### src/rtl/fetch_ctrl_if.sv
// rtl/fetch_ctrl_if.sv - fetch controller bus bundle; mem_ready present only with FETCH_CTRL_STALL_EN
interface fetch_ctrl_if #(
    parameter int ADDR_W  = 5,
    parameter int INSTR_W = 8
);
    logic               start;
    logic [ADDR_W-1:0]  pc_count;
    logic [INSTR_W-1:0] instr_data;
    logic               acc_zero;
`ifdef FETCH_CTRL_STALL_EN
    logic               mem_ready;
`endif
    logic [ADDR_W-1:0]  instr_addr;
    logic               pc_inc;
    logic               pc_load;
    logic [ADDR_W-1:0]  pc_target;
    logic               acc_ld;
    logic [1:0]         alu_op;
    logic               mem_wr;
    logic [ADDR_W-1:0]  mem_addr;
    logic               halted;
    logic [7:0]         retired;

    modport master (
`ifdef FETCH_CTRL_STALL_EN
        input  mem_ready,
`endif
        input  start, pc_count, instr_data, acc_zero,
        output instr_addr, pc_inc, pc_load, pc_target, acc_ld, alu_op,
        output mem_wr, mem_addr, halted, retired
    );

    modport slave (
`ifdef FETCH_CTRL_STALL_EN
        output mem_ready,
`endif
        output start, pc_count, instr_data, acc_zero,
        input  instr_addr, pc_inc, pc_load, pc_target, acc_ld, alu_op,
        input  mem_wr, mem_addr, halted, retired
    );
endinterface

### src/rtl/fetch_ctrl.sv
// rtl/fetch_ctrl.sv - fetch/decode/exec sequencer of a tiny accumulator CPU
// FETCH_CTRL_STALL_EN adds mem_ready wait states in FETCH.
module fetch_ctrl #(
    parameter int ADDR_W  = 5,
    parameter int INSTR_W = 8
) (
    input  logic         clk,
    input  logic         rst,
    fetch_ctrl_if.master bus
);
    localparam logic [2:0] OP_HALT = 3'b000;
    localparam logic [2:0] OP_LDA  = 3'b001;
    localparam logic [2:0] OP_ADD  = 3'b010;
    localparam logic [2:0] OP_SUB  = 3'b011;
    localparam logic [2:0] OP_STA  = 3'b100;
    localparam logic [2:0] OP_JMP  = 3'b101;
    localparam logic [2:0] OP_JZ   = 3'b110;

    typedef enum logic [2:0] {IDLE, FETCH, DECODE, EXEC, HALT} state_t;

    state_t             state_q, state_d;
    logic [INSTR_W-1:0] ir_q, ir_d;
    logic [ADDR_W-1:0]  addr_q, addr_d;
    logic [ADDR_W-1:0]  mem_addr_q, mem_addr_d;
    logic [ADDR_W-1:0]  target_q, target_d;
    logic               pc_inc_q, pc_inc_d;
    logic               acc_ld_q, acc_ld_d;
    logic               mem_wr_q, mem_wr_d;
    logic               jmp_q, jmp_d;
    logic               jz_q, jz_d;
    logic [1:0]         alu_op_q, alu_op_d;
    logic               halted_q, halted_d;
    logic [7:0]         retired_q, retired_d;

    logic               fetch_ready;
    logic [2:0]         ir_op;
    logic [2:0]         fetch_op;
    logic [ADDR_W-1:0]  ir_operand;
    logic               pc_load;

`ifdef FETCH_CTRL_STALL_EN
    assign fetch_ready = bus.mem_ready;
`else
    assign fetch_ready = 1'b1;
`endif

    assign ir_op      = ir_q[INSTR_W-1 -: 3];
    assign ir_operand = ir_q[ADDR_W-1:0];
    assign fetch_op   = bus.instr_data[INSTR_W-1 -: 3];

    always_comb begin
        state_d    = state_q;
        ir_d       = ir_q;
        addr_d     = addr_q;
        mem_addr_d = mem_addr_q;
        target_d   = '0;
        pc_inc_d   = 1'b0;
        acc_ld_d   = 1'b0;
        mem_wr_d   = 1'b0;
        jmp_d      = 1'b0;
        jz_d       = 1'b0;
        alu_op_d   = 2'b00;
        halted_d   = halted_q;
        retired_d  = retired_q;
        case (state_q)
            IDLE: begin
                if (bus.start) state_d = FETCH;
            end
            FETCH: begin
                addr_d = bus.pc_count;
                if (fetch_ready) begin
                    ir_d     = bus.instr_data;
                    pc_inc_d = 1'b1;
                    // halted rises with the HALT opcode's decode cycle so it is already visible there
                    halted_d = (fetch_op == OP_HALT);
                    state_d  = DECODE;
                end
            end
            DECODE: begin
                mem_addr_d = ir_operand;
                if (ir_op == OP_HALT) begin
                    state_d = HALT;
                end else begin
                    state_d = EXEC;
                    case (ir_op)
                        OP_LDA: acc_ld_d = 1'b1;
                        OP_ADD: begin acc_ld_d = 1'b1; alu_op_d = 2'b01; end
                        OP_SUB: begin acc_ld_d = 1'b1; alu_op_d = 2'b10; end
                        OP_STA: mem_wr_d = 1'b1;
                        OP_JMP: begin jmp_d = 1'b1; target_d = ir_operand; end
                        OP_JZ:  begin jz_d = 1'b1; target_d = ir_operand; end
                        default: ;
                    endcase
                end
            end
            EXEC: begin
                retired_d = retired_q + 8'd1;
                state_d   = FETCH;
            end
            HALT:    state_d = HALT;
            default: state_d = IDLE;
        endcase
    end

    always_ff @(posedge clk or posedge rst) begin
        if (rst) begin
            state_q    <= IDLE;
            ir_q       <= '0;
            addr_q     <= '0;
            mem_addr_q <= '0;
            target_q   <= '0;
            pc_inc_q   <= 1'b0;
            acc_ld_q   <= 1'b0;
            mem_wr_q   <= 1'b0;
            jmp_q      <= 1'b0;
            jz_q       <= 1'b0;
            alu_op_q   <= 2'b00;
            halted_q   <= 1'b0;
            retired_q  <= 8'd0;
        end else begin
            state_q    <= state_d;
            ir_q       <= ir_d;
            addr_q     <= addr_d;
            mem_addr_q <= mem_addr_d;
            target_q   <= target_d;
            pc_inc_q   <= pc_inc_d;
            acc_ld_q   <= acc_ld_d;
            mem_wr_q   <= mem_wr_d;
            jmp_q      <= jmp_d;
            jz_q       <= jz_d;
            alu_op_q   <= alu_op_d;
            halted_q   <= halted_d;
            retired_q  <= retired_d;
        end
    end

    // JZ looks at acc_zero live during EXEC rather than at decode time
    assign pc_load        = jmp_q | (jz_q & bus.acc_zero);
    assign bus.pc_load    = pc_load;
    assign bus.pc_target  = pc_load ? target_q : '0;
    assign bus.instr_addr = (state_q == FETCH) ? bus.pc_count : addr_q;
    assign bus.pc_inc     = pc_inc_q;
    assign bus.acc_ld     = acc_ld_q;
    assign bus.alu_op     = alu_op_q;
    assign bus.mem_wr     = mem_wr_q;
    assign bus.mem_addr   = mem_addr_q;
    assign bus.halted     = halted_q;
    assign bus.retired    = retired_q;
endmodule

### src/flat_wrapper.sv
// flat-port wrapper written by rule: the top's interface ports become plain ports
module fetch_ctrl_flat 
#(
    parameter int ADDR_W  = 5,
    parameter int INSTR_W = 8
)
  (clk, rst, bus_start, bus_pc_count, bus_instr_data, bus_acc_zero, bus_instr_addr, bus_pc_inc, bus_pc_load, bus_pc_target, bus_acc_ld, bus_alu_op, bus_mem_wr, bus_mem_addr, bus_halted, bus_retired);
  fetch_ctrl_if #(.ADDR_W(ADDR_W), .INSTR_W(INSTR_W)) bus_i ();
  input  logic clk;
  input  logic rst;
  input wire logic [$bits(bus_i.start)-1:0] bus_start;
  input wire logic [$bits(bus_i.pc_count)-1:0] bus_pc_count;
  input wire logic [$bits(bus_i.instr_data)-1:0] bus_instr_data;
  input wire logic [$bits(bus_i.acc_zero)-1:0] bus_acc_zero;
  output wire logic [$bits(bus_i.instr_addr)-1:0] bus_instr_addr;
  output wire logic [$bits(bus_i.pc_inc)-1:0] bus_pc_inc;
  output wire logic [$bits(bus_i.pc_load)-1:0] bus_pc_load;
  output wire logic [$bits(bus_i.pc_target)-1:0] bus_pc_target;
  output wire logic [$bits(bus_i.acc_ld)-1:0] bus_acc_ld;
  output wire logic [$bits(bus_i.alu_op)-1:0] bus_alu_op;
  output wire logic [$bits(bus_i.mem_wr)-1:0] bus_mem_wr;
  output wire logic [$bits(bus_i.mem_addr)-1:0] bus_mem_addr;
  output wire logic [$bits(bus_i.halted)-1:0] bus_halted;
  output wire logic [$bits(bus_i.retired)-1:0] bus_retired;
  assign bus_i.start = bus_start;
  assign bus_i.pc_count = bus_pc_count;
  assign bus_i.instr_data = bus_instr_data;
  assign bus_i.acc_zero = bus_acc_zero;
  assign bus_instr_addr = bus_i.instr_addr;
  assign bus_pc_inc = bus_i.pc_inc;
  assign bus_pc_load = bus_i.pc_load;
  assign bus_pc_target = bus_i.pc_target;
  assign bus_acc_ld = bus_i.acc_ld;
  assign bus_alu_op = bus_i.alu_op;
  assign bus_mem_wr = bus_i.mem_wr;
  assign bus_mem_addr = bus_i.mem_addr;
  assign bus_halted = bus_i.halted;
  assign bus_retired = bus_i.retired;
  fetch_ctrl #(.ADDR_W(ADDR_W), .INSTR_W(INSTR_W)) u_core (.clk(clk), .rst(rst), .bus(bus_i));
endmodule
### config.mk
export PLATFORM = sky130hd
export DESIGN_NAME = fetch_ctrl_flat
export DESIGN_NICKNAME = d
export VERILOG_FILES = /design/src/rtl/fetch_ctrl_if.sv /design/src/rtl/fetch_ctrl.sv /design/src/flat_wrapper.sv
export SDC_FILE = /design/constraint.sdc
export NUM_CORES = 1
export LEC_CHECK = 0
export CAP_MARGIN = 40
export CELL_PAD_IN_SITES_DETAIL_PLACEMENT = 1
export CELL_PAD_IN_SITES_GLOBAL_PLACEMENT = 1
export CORE_MARGIN = 5
export CORE_UTILIZATION = 40
export CTS_CLUSTER_DIAMETER = 40
export DETAILED_ROUTE_END_ITERATION = 10
export GPL_TIMING_DRIVEN = 0
export PLACE_DENSITY = 0.91
export RECOVER_POWER = 25
export REMOVE_ABC_BUFFERS = 1
export SLEW_MARGIN = 20
export SYNTH_ARGS = -nofsm -noshare
export SYNTH_HDL_FRONTEND = slang
export SYNTH_SLANG_ARGS = --single-unit
### constraint.sdc
create_clock -name clk -period 3.9 [get_ports clk]
set_input_delay 0.39 -clock clk [delete_from_list [all_inputs] [get_ports clk]]
set_output_delay 0.39 -clock clk [all_outputs]
set_load 0.02 [all_outputs]
# [After elaboration in Yosys (flattened, before gate mapping)]
# Cells that the tools add are included.
[op_classes] bitwise_logic=2 n_eq_ne=11 addsub=1 n_reduce_logical=5 muxes=24
[op_table] cell="$mux W5" count=5
[op_table] cell="$pmux W3 S5" count=1
[op_table] cell="$mux W1" count=13
[op_table] cell="$eq A3 B2 Y1 const B" count=4
[op_table] cell="$eq A3 B3 Y1 const B" count=4
[op_table] cell="$logic_not A3 Y1" count=3
[op_table] cell="$add A8 B1 Y8 const B" count=1
[op_table] cell="$eq A3 B1 Y1 const B" count=2
[op_table] cell="$mux W3" count=2
[op_table] cell="$mux W2" count=2
[op_table] cell="$pmux W2 S2" count=1
[op_table] cell="$reduce_or A3 Y1" count=1
[op_table] cell="$ne A2 B2 Y1 const B" count=1
[op_table] cell="$reduce_or A2 Y1" count=1
[op_table] cell="$and A1 B1 Y1" count=1
[op_table] cell="$or A1 B1 Y1" count=1
[word_totals] ff_bits=42 out_inout_bits=30 in_bits=17 wordCells=56

# [Depth between registers and ports, before layout]
[depth] word_depth=5 depth_mapped=4 mapped_depth_nobuf=4

# [Worst setup path after synthesis]
# No wires, ideal clock.
[synth_path] path_type="reg-to-output" from="register u_core.state_q[1]" to="output bus_instr_addr[0]" stages_incl_launch_ff=4 n_path_buf=1 slack_ns=2.253 required_ns=3.510 arrival_time_ns=1.257 cell_sequence="dfrtp_1 > buf_4 > nor3b_4 > mux2_2"
[synth_via] elab_chain_len=2
[synth_rtl] item="start: declaration" line="fetch_ctrl.sv:21" text="state_t state_q, state_d;"
[synth_rtl] item="start signal: assignment" line="fetch_ctrl.sv:121" text="state_q <= state_d;"
[synth_rtl] item="$eq A3 B1 Y1" line="fetch_ctrl.sv:141" text="assign bus.instr_addr = (state_q == FETCH) ? bus.pc_count : addr_q;"
[synth_rtl] item="$mux W5"
[synth_rtl] item="end: declaration" line="flat_wrapper.sv:15" text="output wire logic [$bits(bus_i.instr_addr)-1:0] bus_instr_addr;"
# Every way passes these cells.

# [Final worst setup path]
# Ends and elaborated chain as after synthesis.

==> impl_metrics.tcl <==
set metrics [dict create \
    status "finished, violations left" \
    violations "capacitance limit, slew limit" \
    netlist_top_cells_area "dfrtp_1 (62%), mux2_2 (10%), mux2_4 (4.5%), nor3_1 (2.4%), xor2_1 (2.1%)" \
    rsz0062_at_grt "false" \
    grt_overflow 0 \
    boundaryPins 47 \
    core_area_um2 4030 \
    synth.most_common_cell "dfrtp_1" \
    io_buffer_count 46 \
    grt_max_degree 35 \
    finalHoldViolCount 0 \
    fin_total_pwr_mw 1.88 \
    worstReg2RegEnd "u_core.addr_q[0]" \
    cts_buffers 5 \
    gp_congestion 0.719 \
    p_int_mw 1.22 \
    n_fill_cell 406 \
    dp_hpwl_mm 2.81 \
    worstSkewPairLatency_ns 0.29 \
    synth_cell_types 26 \
    critical_path_class "register to primary output" \
    fp.dieW_um 74.9 \
    initial_core_util_pct 41.8 \
    synth_commonest_cells "dfrtp_1 (42), mux2_2 (15), nor3_1 (8)" \
    dieArea_um2 5610 \
    worstPathCellList "nor3b_4 > mux2_2 > clkdlybuf4s50_1" \
    vias 1094 \
    min_period_over_period_pct 73.1 \
    dieHeight_um 74.9 \
    seqPwrFrac_pct 40.2 \
    p_per_area_nw_per_um2 822 \
    grt_first_pass_wirelength_mm 6.42 \
    final_max_slew_viol_count 35 \
    clkPwrFrac_pct 17.5 \
    setup-tns-final_ns 0 \
    antenna_left 0 \
    post_cts_buffers 0 \
    vias_per_cell 4.91 \
    ys_seq_area_share_pct 62.4 \
    first_global_vias 1273 \
    r2r_start "u_core.state_q[1]" \
    clk_pin_slew_worst_paths_ns 0.07 \
    swShare_pct 35.2 \
    crit_path_start_kind "register" \
    track_usage_pct 15.6 \
    cts_resized 0 \
    cp-end-kind "primary output" \
    postLayoutCoreUtil_pct 56.8 \
    cts_sinks 42 \
    ys_warn_count 0 \
    layout-drive-gt1-share_pct 15.6 \
    routed_wl_mm 3.85 \
    antennaDiodeCount 0 \
    htree_levels 2 \
    peakVddDrop_mv 0.367 \
    power_leakage_nw 0.996 \
    required_ns 3.51 \
    cts_root_buf "clkbuf_8" \
    regToRegSetupSlack_ns 2.16 \
    synth_seq_cells 42 \
    drc 0 \
    fin_skew_ns 0.00868 \
    relSlewSlack_pct -18.5 \
    final_nets 190 \
    row_count 23 \
    synth_area_leader_cell "dfrtp_1" \
    setup_violations 0 \
    syn_to_final_growth_pct 35.8 \
    dr.pass1.iters 4 \
    worst_pin_slew_ns 1.78 \
    placed_area_um2 2200 \
    slowest_stage "nor3b_4" \
    clock_path_buffers 2 \
    drt_iter0_drc 48 \
    arrival_ns 2.46 \
    rr_worst_depth 2 \
    antenna_found_initial 0 \
    synth_area_um2 1690 \
    synth_edf_count 0 \
    period_minus_slack_ns 2.85 \
    min_path_type "primary input to async pin" \
    ctsHoldBuffers 0 \
    netlist.area_leader.share_pct 62.4 \
    synth-async-reset-ratio_pct 100 \
    combPwrFrac_pct 42.3 \
    maxCapViolCount 1 \
    max_freq_mhz 351 \
    syn_area_per_cell_um2 13.9 \
    synth_ff_type "dfrtp_1" \
    p_switching_uw 661 \
    synthCells 121 \
    crit_fanout 16 \
    critPathMaxStageDelay_ns 0.71 \
    stdcell_area_um2 2290 \
    drt-wirelength-per-cell_um 17.3 \
    cts_tree "built" \
]
[power groups by stage]
stage | registers (mW) | clock network, mW | logic [mW]
after floorplan | 0.804 | 0 | 0.406
after global placement | 0.739 | 0 | 0.761
after detailed placement | 0.762 | 0 | 0.805
after CTS | 0.757 | 0.337 | 0.813
after global routing | 0.786 | 0.355 | 0.848
final | 0.756 | 0.329 | 0.795
[area by class of cell]
cell class                      count  area, µm²  area share (%)
Multi-Input combinational cell     74        597            26.1
Clock buffer                        7       76.3            3.34
Inverter                            2       7.51           0.328
Sequential cell                    42       1050            45.9
Clock inverter                      1       30.0            1.31
Tap cell                           50       62.6            2.73
Timing Repair Buffer               47        464            20.3
[per-stage QoR]
step / worst slack [ns] / std cells / hold WS (ns)
detailed placement: 1.36 / 215 / 0.469
CTS: 1.04 / 223 / 0.326
floorplan: 2.08 / 118 / 0.472
global route: 0.930 / 223 / 0.512
finish: 1.05 / 223 / 0.475
global placement: 1.42 / 214 / 0.457
[registers in the layout (all words and copies together), names as in the netlist, 2 cells and up]
signal,cells
u_core.bus.mem_addr,5
u_core.bus.alu_op,2
u_core.state_q,3
u_core.addr_q,5
u_core.target_q,5
u_core.ir_q,8
u_core.bus.retired,8
[layout by cell type, fill, tap and decap left out]
cell type / instances
nand3_1: 3
dlygate4sd3_1: 1
nand2b_1: 3
or3b_1: 1
nor2b_1: 5
bufinv_16: 1
and3_1: 1
clkdlybuf4s50_1: 45
o21bai_1: 1
mux2_4: 5
xor2_1: 4
clkbuf_1: 3
clkbuf_8: 5
o41ai_1: 1
nor3_1: 8
nand4_1: 1
xnor2_1: 3
inv_1: 2
and2_1: 5
nor2_1: 5
nand3b_1: 2
nand2_1: 3
dfrtp_1: 42
mux2_2: 15
a21oi_1: 4
nand4bb_1: 1
nor3b_4: 1
and4b_1: 1
ha_1: 1
[cell families (layout without fill, tap and decap cells)]
| group | count (synthesis) | after routing | share of synthesized area [%] |
|---|---|---|---|
| DFF | 42 | 42 | 62.4 |
| and+or+nand+nor | 40 | 40 | 14.4 |
| muxes | 20 | 20 | 14.5 |
| xor gates and xnor gates | 7 | 7 | 3.64 |
| AOI/OAI and AO/OA | 6 | 6 | 2.15 |
| buffers and inverters | 5 | 57 | 2.23 |
| adders and majority gates | 1 | 1 | 0.742 |
[worst max-delay path by stage]
stage	start	endpoint	slack, ns	cells past startpoint
final	u_core.state_q[1]	bus_instr_addr[0]	1.05	3
after floorplan	u_core.state_q[1]	bus_instr_addr[0]	2.08	2
after global placement	u_core.state_q[1]	bus_instr_addr[0]	1.42	3
after CTS	u_core.state_q[1]	bus_instr_addr[3]	1.04	3
after global routing	u_core.state_q[1]	bus_instr_addr[4]	0.93	3
after detailed placement	u_core.state_q[1]	bus_instr_addr[3]	1.36	3
[worst max-delay path, delay by kind of cell, from the launching register on]
family | cells | cell delay (ns)
and+or+nand+nor | 1 | 0.71
buffers and inverters | 1 | 0.55
muxes | 1 | 0.43
DFF | 1 | 0.48
[routing by layer]
metal | wire, µm | global-route usage (%) | vias to the layer above
li1 | - | - | 516
met1 | 1570 | 18.5 | 540
met2 | 2030 | 26.3 | 32
met3 | 175 | 4.01 | 6
met4 | 74 | 7.71 | 0
met5 | 0 | 0 | -
(Power assumes the default switching activity.)
